===== src/rtl/rv_ctrl_defs.sv =====
// Shared encodings for the multi-cycle RV32I control path: opcodes, FSM states,
// datapath select codes and the control-output bundle.
package rv_ctrl_defs;

  localparam int unsigned OPCODE_W = 7;
  localparam int unsigned FUNC3_W  = 3;
  localparam int unsigned STATE_W  = 3;
  localparam int unsigned SEL_W    = 2;

  localparam logic [OPCODE_W-1:0] OP_R      = 7'b0110011;
  localparam logic [OPCODE_W-1:0] OP_I      = 7'b0010011;
  localparam logic [OPCODE_W-1:0] OP_LOAD   = 7'b0000011;
  localparam logic [OPCODE_W-1:0] OP_STORE  = 7'b0100011;
  localparam logic [OPCODE_W-1:0] OP_BRANCH = 7'b1100011;
  localparam logic [OPCODE_W-1:0] OP_JAL    = 7'b1101111;
  localparam logic [OPCODE_W-1:0] OP_JALR   = 7'b1100111;
  localparam logic [OPCODE_W-1:0] OP_LUI    = 7'b0110111;
  localparam logic [OPCODE_W-1:0] OP_AUIPC  = 7'b0010111;

  localparam logic [FUNC3_W-1:0] FUNC3_SR = 3'b101;

  typedef enum logic [STATE_W-1:0] {
    S_FETCH  = 3'd0,
    S_DECODE = 3'd1,
    S_EXEC   = 3'd2,
    S_MEM    = 3'd3,
    S_WB     = 3'd4,
    S_TRAP   = 3'd5
  } state_t;

  localparam logic [SEL_W-1:0] ALU_ADD    = 2'b00;
  localparam logic [SEL_W-1:0] ALU_BRANCH = 2'b01;
  localparam logic [SEL_W-1:0] ALU_FUNC3  = 2'b10;
  localparam logic [SEL_W-1:0] ALU_JUMP   = 2'b11;

  localparam logic [SEL_W-1:0] PC_PLUS4 = 2'b00;
  localparam logic [SEL_W-1:0] PC_REL   = 2'b01;
  localparam logic [SEL_W-1:0] PC_ALU   = 2'b10;

  localparam logic [SEL_W-1:0] RES_ALU  = 2'b00;
  localparam logic [SEL_W-1:0] RES_MEM  = 2'b01;
  localparam logic [SEL_W-1:0] RES_LINK = 2'b10;

  localparam logic [SEL_W-1:0] SRC_A_RS1   = 2'b00;
  localparam logic [SEL_W-1:0] SRC_A_OLDPC = 2'b01;
  localparam logic [SEL_W-1:0] SRC_A_ZERO  = 2'b10;

  typedef struct packed {
    logic r;
    logic i_alu;
    logic load;
    logic store;
    logic branch;
    logic jal;
    logic jalr;
    logic lui;
    logic auipc;
  } op_class_t;

  typedef struct packed {
    logic             mem_req;
    logic             mem_we;
    logic             mem_addr_src;
    logic             ir_write;
    logic             pc_write;
    logic [SEL_W-1:0] pc_src;
    logic [SEL_W-1:0] alu_op;
    logic             alu_sign_en;
    logic [SEL_W-1:0] alu_src_a;
    logic             alu_src_b;
    logic             reg_write;
    logic [SEL_W-1:0] result_src;
    logic             retire;
    logic             trap;
  } ctrl_out_t;

endpackage


===== src/rtl/multicycle_ctrl_if.sv =====
// Controller <-> datapath/memory signal bundle; master is the control FSM side.
interface multicycle_ctrl_if;
  import rv_ctrl_defs::*;

  logic [OPCODE_W-1:0] opcode;
  logic [FUNC3_W-1:0]  func3;
  logic                alu_flag;
  logic                mem_ready;
  logic                mem_req;
  logic                mem_we;
  logic                mem_addr_src;
  logic                ir_write;
  logic                pc_write;
  logic [SEL_W-1:0]    pc_src;
  logic [SEL_W-1:0]    alu_op;
  logic                alu_sign_en;
  logic [SEL_W-1:0]    alu_src_a;
  logic                alu_src_b;
  logic                reg_write;
  logic [SEL_W-1:0]    result_src;
  logic                retire;
  logic                trap;

  modport master (
    input  opcode, func3, alu_flag, mem_ready,
    output mem_req, mem_we, mem_addr_src, ir_write, pc_write, pc_src, alu_op,
           alu_sign_en, alu_src_a, alu_src_b, reg_write, result_src, retire, trap
  );

  modport slave (
    output opcode, func3, alu_flag, mem_ready,
    input  mem_req, mem_we, mem_addr_src, ir_write, pc_write, pc_src, alu_op,
           alu_sign_en, alu_src_a, alu_src_b, reg_write, result_src, retire, trap
  );
endinterface


===== src/rtl/opcode_class_dec.sv =====
// Opcode to one-hot instruction class; illegal when no class matches.
module opcode_class_dec
  import rv_ctrl_defs::*;
(
  input  logic [OPCODE_W-1:0] opcode,
  output op_class_t           cls,
  output logic                illegal
);

  always_comb begin
    cls = '0;
    case (opcode)
      OP_R:      cls.r      = 1'b1;
      OP_I:      cls.i_alu  = 1'b1;
      OP_LOAD:   cls.load   = 1'b1;
      OP_STORE:  cls.store  = 1'b1;
      OP_BRANCH: cls.branch = 1'b1;
      OP_JAL:    cls.jal    = 1'b1;
      OP_JALR:   cls.jalr   = 1'b1;
      OP_LUI:    cls.lui    = 1'b1;
      OP_AUIPC:  cls.auipc  = 1'b1;
      default:   cls        = '0;
    endcase
  end

  assign illegal = ~|cls;

endmodule


===== src/rtl/multicycle_ctrl.sv =====
// Main control FSM of the multi-cycle RV32I core: fetch/decode/exec/mem/wb
// sequencing with Mealy-decoded control strobes and a memory req/ready handshake.
module multicycle_ctrl
  import rv_ctrl_defs::*;
#(
  parameter bit TRAP_ON_ILLEGAL = 1'b1
) (
  input logic               clk,
  input logic               rst_n,
  multicycle_ctrl_if.master bus
);

  state_t    state, state_next;
  op_class_t cls;
  logic      illegal;
  ctrl_out_t ctrl_c, ctrl;

  opcode_class_dec u_dec (
    .opcode  (bus.opcode),
    .cls     (cls),
    .illegal (illegal)
  );

  always_ff @(posedge clk or negedge rst_n) begin
    if (!rst_n) state <= S_FETCH;
    else        state <= state_next;
  end

  always_comb begin
    state_next = state;
    ctrl_c     = '0;
    case (state)
      S_FETCH: begin
        ctrl_c.mem_req = 1'b1;
        if (bus.mem_ready) begin
          ctrl_c.ir_write = 1'b1;
          ctrl_c.pc_write = 1'b1;
          ctrl_c.pc_src   = PC_PLUS4;
          state_next      = S_DECODE;
        end
      end
      S_DECODE: begin
        if (!illegal)             state_next = S_EXEC;
        else if (TRAP_ON_ILLEGAL) state_next = S_TRAP;
        else begin
          ctrl_c.retire = 1'b1;
          state_next    = S_FETCH;
        end
      end
      S_EXEC: begin
        if (cls.r) begin
          ctrl_c.alu_op      = ALU_FUNC3;
          ctrl_c.alu_sign_en = 1'b1;
          state_next         = S_WB;
        end else if (cls.i_alu) begin
          ctrl_c.alu_op      = ALU_FUNC3;
          ctrl_c.alu_src_b   = 1'b1;
          ctrl_c.alu_sign_en = (bus.func3 == FUNC3_SR);
          state_next         = S_WB;
        end else if (cls.load || cls.store) begin
          ctrl_c.alu_op    = ALU_ADD;
          ctrl_c.alu_src_b = 1'b1;
          state_next       = S_MEM;
        end else if (cls.branch) begin
          ctrl_c.alu_op = ALU_BRANCH;
          if (bus.alu_flag) begin
            ctrl_c.pc_write = 1'b1;
            ctrl_c.pc_src   = PC_REL;
          end
          ctrl_c.retire = 1'b1;
          state_next    = S_FETCH;
        end else if (cls.jal) begin
          ctrl_c.pc_write = 1'b1;
          ctrl_c.pc_src   = PC_REL;
          state_next      = S_WB;
        end else if (cls.jalr) begin
          ctrl_c.alu_op    = ALU_JUMP;
          ctrl_c.alu_src_b = 1'b1;
          ctrl_c.pc_write  = 1'b1;
          ctrl_c.pc_src    = PC_ALU;
          state_next       = S_WB;
        end else if (cls.lui) begin
          ctrl_c.alu_src_a = SRC_A_ZERO;
          ctrl_c.alu_src_b = 1'b1;
          state_next       = S_WB;
        end else if (cls.auipc) begin
          ctrl_c.alu_src_a = SRC_A_OLDPC;
          ctrl_c.alu_src_b = 1'b1;
          state_next       = S_WB;
        end else begin
          state_next = S_FETCH;
        end
      end
      S_MEM: begin
        ctrl_c.mem_req      = 1'b1;
        ctrl_c.mem_addr_src = 1'b1;
        ctrl_c.mem_we       = cls.store;
        if (bus.mem_ready) begin
          if (cls.store) begin
            ctrl_c.retire = 1'b1;
            state_next    = S_FETCH;
          end else begin
            state_next = S_WB;
          end
        end
      end
      S_WB: begin
        ctrl_c.reg_write = 1'b1;
        ctrl_c.retire    = 1'b1;
        if (cls.load)                ctrl_c.result_src = RES_MEM;
        else if (cls.jal || cls.jalr) ctrl_c.result_src = RES_LINK;
        else                         ctrl_c.result_src = RES_ALU;
        state_next = S_FETCH;
      end
      S_TRAP: begin
        ctrl_c.trap = 1'b1;
      end
      default: state_next = S_FETCH;
    endcase
  end

  // Reset forces every strobe low, so an in-flight memory request is dropped at once.
  assign ctrl = rst_n ? ctrl_c : '0;

  assign bus.mem_req      = ctrl.mem_req;
  assign bus.mem_we       = ctrl.mem_we;
  assign bus.mem_addr_src = ctrl.mem_addr_src;
  assign bus.ir_write     = ctrl.ir_write;
  assign bus.pc_write     = ctrl.pc_write;
  assign bus.pc_src       = ctrl.pc_src;
  assign bus.alu_op       = ctrl.alu_op;
  assign bus.alu_sign_en  = ctrl.alu_sign_en;
  assign bus.alu_src_a    = ctrl.alu_src_a;
  assign bus.alu_src_b    = ctrl.alu_src_b;
  assign bus.reg_write    = ctrl.reg_write;
  assign bus.result_src   = ctrl.result_src;
  assign bus.retire       = ctrl.retire;
  assign bus.trap         = ctrl.trap;

endmodule


===== src/flat_wrapper.sv =====
// flat-port wrapper written by rule: the top's interface ports become plain ports
module multicycle_ctrl_flat import rv_ctrl_defs::*;
#(
  parameter bit TRAP_ON_ILLEGAL = 1'b1
)
  (clk, rst_n, bus_opcode, bus_func3, bus_alu_flag, bus_mem_ready, bus_mem_req, bus_mem_we, bus_mem_addr_src, bus_ir_write, bus_pc_write, bus_pc_src, bus_alu_op, bus_alu_sign_en, bus_alu_src_a, bus_alu_src_b, bus_reg_write, bus_result_src, bus_retire, bus_trap);
  multicycle_ctrl_if bus_i ();
  input logic clk;
  input logic rst_n;
  input wire logic [$bits(bus_i.opcode)-1:0] bus_opcode;
  input wire logic [$bits(bus_i.func3)-1:0] bus_func3;
  input wire logic [$bits(bus_i.alu_flag)-1:0] bus_alu_flag;
  input wire logic [$bits(bus_i.mem_ready)-1:0] bus_mem_ready;
  output wire logic [$bits(bus_i.mem_req)-1:0] bus_mem_req;
  output wire logic [$bits(bus_i.mem_we)-1:0] bus_mem_we;
  output wire logic [$bits(bus_i.mem_addr_src)-1:0] bus_mem_addr_src;
  output wire logic [$bits(bus_i.ir_write)-1:0] bus_ir_write;
  output wire logic [$bits(bus_i.pc_write)-1:0] bus_pc_write;
  output wire logic [$bits(bus_i.pc_src)-1:0] bus_pc_src;
  output wire logic [$bits(bus_i.alu_op)-1:0] bus_alu_op;
  output wire logic [$bits(bus_i.alu_sign_en)-1:0] bus_alu_sign_en;
  output wire logic [$bits(bus_i.alu_src_a)-1:0] bus_alu_src_a;
  output wire logic [$bits(bus_i.alu_src_b)-1:0] bus_alu_src_b;
  output wire logic [$bits(bus_i.reg_write)-1:0] bus_reg_write;
  output wire logic [$bits(bus_i.result_src)-1:0] bus_result_src;
  output wire logic [$bits(bus_i.retire)-1:0] bus_retire;
  output wire logic [$bits(bus_i.trap)-1:0] bus_trap;
  assign bus_i.opcode = bus_opcode;
  assign bus_i.func3 = bus_func3;
  assign bus_i.alu_flag = bus_alu_flag;
  assign bus_i.mem_ready = bus_mem_ready;
  assign bus_mem_req = bus_i.mem_req;
  assign bus_mem_we = bus_i.mem_we;
  assign bus_mem_addr_src = bus_i.mem_addr_src;
  assign bus_ir_write = bus_i.ir_write;
  assign bus_pc_write = bus_i.pc_write;
  assign bus_pc_src = bus_i.pc_src;
  assign bus_alu_op = bus_i.alu_op;
  assign bus_alu_sign_en = bus_i.alu_sign_en;
  assign bus_alu_src_a = bus_i.alu_src_a;
  assign bus_alu_src_b = bus_i.alu_src_b;
  assign bus_reg_write = bus_i.reg_write;
  assign bus_result_src = bus_i.result_src;
  assign bus_retire = bus_i.retire;
  assign bus_trap = bus_i.trap;
  multicycle_ctrl #(.TRAP_ON_ILLEGAL(TRAP_ON_ILLEGAL)) u_core (.clk(clk), .rst_n(rst_n), .bus(bus_i));
endmodule

===== config.mk =====
export PLATFORM = sky130hd
export DESIGN_NAME = multicycle_ctrl_flat
export DESIGN_NICKNAME = d
export VERILOG_FILES = /design/src/rtl/rv_ctrl_defs.sv /design/src/rtl/multicycle_ctrl_if.sv /design/src/rtl/opcode_class_dec.sv /design/src/rtl/multicycle_ctrl.sv /design/src/flat_wrapper.sv
export SDC_FILE = /design/constraint.sdc
export NUM_CORES = 1
export LEC_CHECK = 0
export BUFFER_PORTS_ARGS = -buffer_cell sky130_fd_sc_hd__buf_2
export CAP_MARGIN = 30
export CELL_PAD_IN_SITES_DETAIL_PLACEMENT = 1
export CELL_PAD_IN_SITES_GLOBAL_PLACEMENT = 2
export CORE_ASPECT_RATIO = 1.2
export CORE_UTILIZATION = 18
export DETAILED_ROUTE_END_ITERATION = 8
export MAX_ROUTING_LAYER = met4
export PLACE_DENSITY = 0.75
export SYNTH_ARGS = -nofsm -noshare
export SYNTH_HDL_FRONTEND = slang
export SYNTH_SLANG_ARGS = --single-unit

===== constraint.sdc =====
create_clock -name clk -period 1.5 [get_ports clk]
set_clock_uncertainty 0.15 [all_clocks]
set_input_delay 0.3 -clock clk [delete_from_list [all_inputs] [get_ports clk]]
set_output_delay 0.3 -clock clk [all_outputs]
set_load 0.02 [all_outputs]

Word level (Yosys, flattened, before mapping) --
Cells that the tools add are included.
Word-level totals: register bits after elaboration 3, input port bits 14, output and inout port bits 18, logic and storage cells 88
Cells by class: bitwise operators 1, reductions and logical operators 6, equal/unequal tests 17, mux-type cells 63
Operators by type and width (number):
- $mux W3 | 23
- $mux W1 | 22
- $eq A7 B6 Y1 const B | 3
- $eq A7 B7 Y1 const B | 3
- $mux W2 | 10
- $mux W18 | 1
- $pmux W3 S5 | 1
- $eq A7 B5 Y1 const B | 2
- $mux W5 | 2
- $eq A3 B3 Y1 const B | 3
- $reduce_or A9 Y1 | 1
- $eq A7 B2 Y1 const B | 1
- $eq A3 B2 Y1 const B | 2
- $mux W6 | 1
- $pmux W3 S2 | 1
- $mux W4 | 1
- $ne A2 B2 Y1 const B | 2
- $eq A3 B1 Y1 const B | 1
- $logic_not A3 Y1 | 1
- $pmux W1 S3 | 1
- $reduce_and A3 Y1 | 1
- $logic_or A1 B1 Y1 | 2
- $reduce_or A2 Y1 | 1
- $not A1 Y1 | 1

Longest topological paths before layout --
depth in word-level cells 12, gate-level depth with buffers 5

Hierarchy --
From an unflattened synthesis, not the netlist that was laid out.
Second synthesis, totals: cells, all modules 92, area total of the unflattened synthesis 708.2 sq um
Modules (own cells, without submodules):
- multicycle_ctrl | cells each 71, times used 1, area each 576.8 sq um
- opcode_class_dec | cells each 21, times used 1, area each 131.4 sq um

Worst setup path before layout --
OpenSTA, ideal clock, no wires.
kind register -> output, start point register u_core.state[0], end point output bus_pc_write, slack -0.525 ns, data arrival time 1.575 ns, buffers on the path 0, required time 1.050 ns, cell stages (with the launch flop) 4, cells stage by stage dfrtp_1 -> nor2b_4 -> nand4_2 -> o41ai_1
On the way: word-level cells in the longest chain between the ends 3
Ends and longest elaborated chain:
- start: declaration | RTL line multicycle_ctrl.sv:13 | state_t state, state_next;
- start signal: assignment | RTL line multicycle_ctrl.sv:26 | else state <= state_next;
- $eq A3 B2 Y1 or $logic_not A3 Y1 (tied branches) | RTL line multicycle_ctrl.sv:32 | case (state)
- $pmux W3 S2 (*) | RTL line multicycle_ctrl.sv:32
- $mux W18 (*) | RTL line multicycle_ctrl.sv:123 | assign ctrl = rst_n ? ctrl_c : '0;
- end: declaration | RTL line flat_wrapper.sv:18 | output wire logic [$bits(bus_i.pc_write)-1:0] bus_pc_write;
Every way passes the cells marked *; elsewhere a longest branch is shown, timed or not.

Worst setup path after layout --
start point register u_core.state[0], end point output bus_alu_src_a[0]
On the way: word-level cells in the longest chain between the ends 3
Ends and longest elaborated chain:
- $eq A3 B2 Y1 | RTL line multicycle_ctrl.sv:32
- $mux W6 | RTL line multicycle_ctrl.sv:32
- $mux W18 | RTL line multicycle_ctrl.sv:123
- end: declaration | RTL line flat_wrapper.sv:22 | output wire logic [$bits(bus_i.alu_src_a)-1:0] bus_alu_src_a;
No other way between the ends.

==> out/metrics.yaml <==
outcome: "finished with violations"
violations: "negative setup slack"
setup_slack_ns: -0.533
postRouteAntennaNets: 0
portBuffers: 31
busiest_layer: "met2"
first_iter_violations: 4
holdPathStages: 4
setup_viol: 20
yosysUniqueCellTypes: 36
critPathKind: "reg -> out"
syn2layout_area_growth_pct: 144
drt-vias-per-instance: 4.61
use_met3_pct: 1.48
p_per_area_nw_per_um2: 786
syn-cell-area_um2: 533
grt_pass1_wl_mm: 3.96
required_ns: 1.05
start_util_pct: 19.0
critPathSlowestCell: "dfrtp_2"
tns_ns: -6.97
cts-root-buf: "clkbuf_4"
synth_largest_area_cell: "dfrtp_1"
max_freq_mhz: 492
fin_nets: 161
netlist.area_leader.share_pct: 14.1
gr-usage-met2_pct: 36.4
synth_seq_area_share_pct: 14.1
grt_pass1_vias: 894
worst_slew_pin_slew_ns: 0.347
dpl_worst_slack_ns: -0.377
layout-drive-gt1-share_pct: 68.5
drc: 0
rows: 21
ir_worst_vdd_uv: 423
cap_viol_max_count: 0
period_minus_slack_ns: 2.03
end_kind: "output port"
use_met1_pct: 17.0
syn_avg_cell_area_um2: 6.75
arrival_ns: 1.58
track_usage_pct: 17.7
gp_congestion: 0.916
hold_viol: 0
synthTopCellsByArea: "dfrtp_1 14%, nand2_1 8.5%, nor2_1 7.0%"
cts.clk_slew.worst_paths_ns: 0.04
rr_worst_depth: 5
die_area_um2: 3180
yosys_warnings: 0
cts_tree: "done"
synth_fp_nets: 93
cp-startpoint: "u_core.state[0]"
reg2reg_from: "u_core.state[2]"
slew_headroom_pct: 76.9
routedWlPerCell_um: 13.9
ys_ff_latch: 3
clk_latency_ns: 0.25
largest_reg_flops: 3
synthCells: 79
min_from: "bus_mem_ready"
wl_mm: 2.50
htree_levels: 1
layout_common_cells: "31 x buf_4, 21 x buf_6, 13 x buf_2, 11 x nand2_1, 6 x inv_1"
grt_max_degree: 8
fin_crit_sh_pct: 136
regMostFlops: "u_core.state"
core_area_um2: 2810
slew_viol_final: 0
clock_sinks: 3
cp-start-kind: "register"
die_w_um: 51.7
overflow: 0
critPathMaxStageDelay_ns: 0.43
antenna_cells: 0
reg.largest.list: "u_core.state (3)"
clockBufferDepth: 2
die-height_um: 61.6
firstDrtPassIters: 3
antenna_found_initial: 0
crit_fanout: 6
crit_chain: "nor2b_4 -> nand4_2 -> or2_4 -> nor4_4 -> buf_4"
worst_hold_path_type: "in -> reg"
numCtsBuffers: 3
num_vias: 830
ios: 32
leakagePower_nw: 0.626
dp.final_hpwl_mm: 1.81
final_common_cell: "buf_4"
rsz0062_at_grt: "true"
through the flow:
step	std cells	power, mW	instance area (µm²)	util, %	hold slack [ns]
after global placement	167	0.583	971	34.5	0.0466
after global routing	180	1.08	1300	46.2	0.380
after floorplan	79	0.356	602	-	-0.146
after detailed placement	167	0.598	971	34.5	0.0524
final	180	1.02	1300	46.2	0.331
after CTS	179	0.908	1180	42.1	0.320
layer usage:
| layer | part of all wire [%] | wire (µm) | vias up |
|---|---|---|---|
| li1 | - | - | 410 |
| met1 | 37 | 935 | 388 |
| met2 | 57 | 1440 | 27 |
| met3 | 3.0 | 75 | 5 |
| met4 | 2.1 | 52 | 0 |
| met5 | 0 | 0 | - |
path summary, 6_finish.rpt:
check,endpoint,slack [ns]
worst max-delay path,bus_alu_src_a[0],-0.53
worst min-delay path,u_core.state[1],0.33
worst max register to register,u_core.state[2],-0.11
worst min register to register,u_core.state[1],0.68
max in group asynchronous,u_core.state[0],0.63
min in group asynchronous,u_core.state[2],0.40
kinds of logic (layout without fill, tap and decap cells):
family                 count (synthesis)  count (layout)  share of synthesized area (%)
AND/OR/NAND/NOR                       49              49                           53.5
AO/OA/AOI/OAI                         15              15                           19.5
buffers and inverters                 10              77                           9.16
flip-flops                             3               3                           14.1
multiplexers                           2               2                           3.76
area by class of cell:
cell class	instances	area (µm²)
Clock buffer	4	26.3
Fill cell	350	1510
Inverter	7	26.3
Multi-Input combinational cell	66	583
Sequential cell	3	76.3
Tap cell	34	42.5
Timing Repair Buffer	66	544
repair_timing:
item,CTS,global route
hold buffers,1,0
resized for setup,34,28
setup endpoints to repair,19,21
pin swaps,6,10
buffers inserted,7,3
endpoints found under the hold margin,3,0
power breakdown:
part / internal, mW / leakage [nW] / total, mW / switching, mW
clock: 0.101 / 0.0150 / 0.157 / 0.0566
combinational: 0.374 / 0.577 / 0.724 / 0.350
sequential: 0.109 / 0.0344 / 0.139 / 0.0301
synthesized netlist by cell type:
cell / n
nand2_1: 12
nor2_1: 10
inv_1: 7
nand3_1: 4
a211oi_1: 3
dfrtp_1: 3
nand2b_1: 3
nor3_1: 3
o21ai_0: 3
a31oi_1: 2
and3_1: 2
mux2i_1: 2
or2b_1: 2
a21o_1: 1
a21oi_1: 1
a21oi_2: 1
a311o_1: 1
and2_1: 1
and2b_1: 1
and3b_1: 1
buf_4: 1
buf_6: 1
clkbuf_1: 1
nand3_2: 1
nand4_2: 1
nand4bb_1: 1
nor2b_2: 1
nor2b_4: 1
nor3_2: 1
nor3b_1: 1
nor4_1: 1
nor4_2: 1
o21a_1: 1
o22ai_1: 1
o41ai_1: 1
or2_1: 1
worst max-delay path, delay by kind of cell (launching register included):
| family | cells | cell delay [ns] |
|---|---|---|
| flops | 1 | 0.43 |
| buf+inv | 1 | 0.18 |
| simple gates | 4 | 0.71 |
Power figures use the tool's default switching activity.
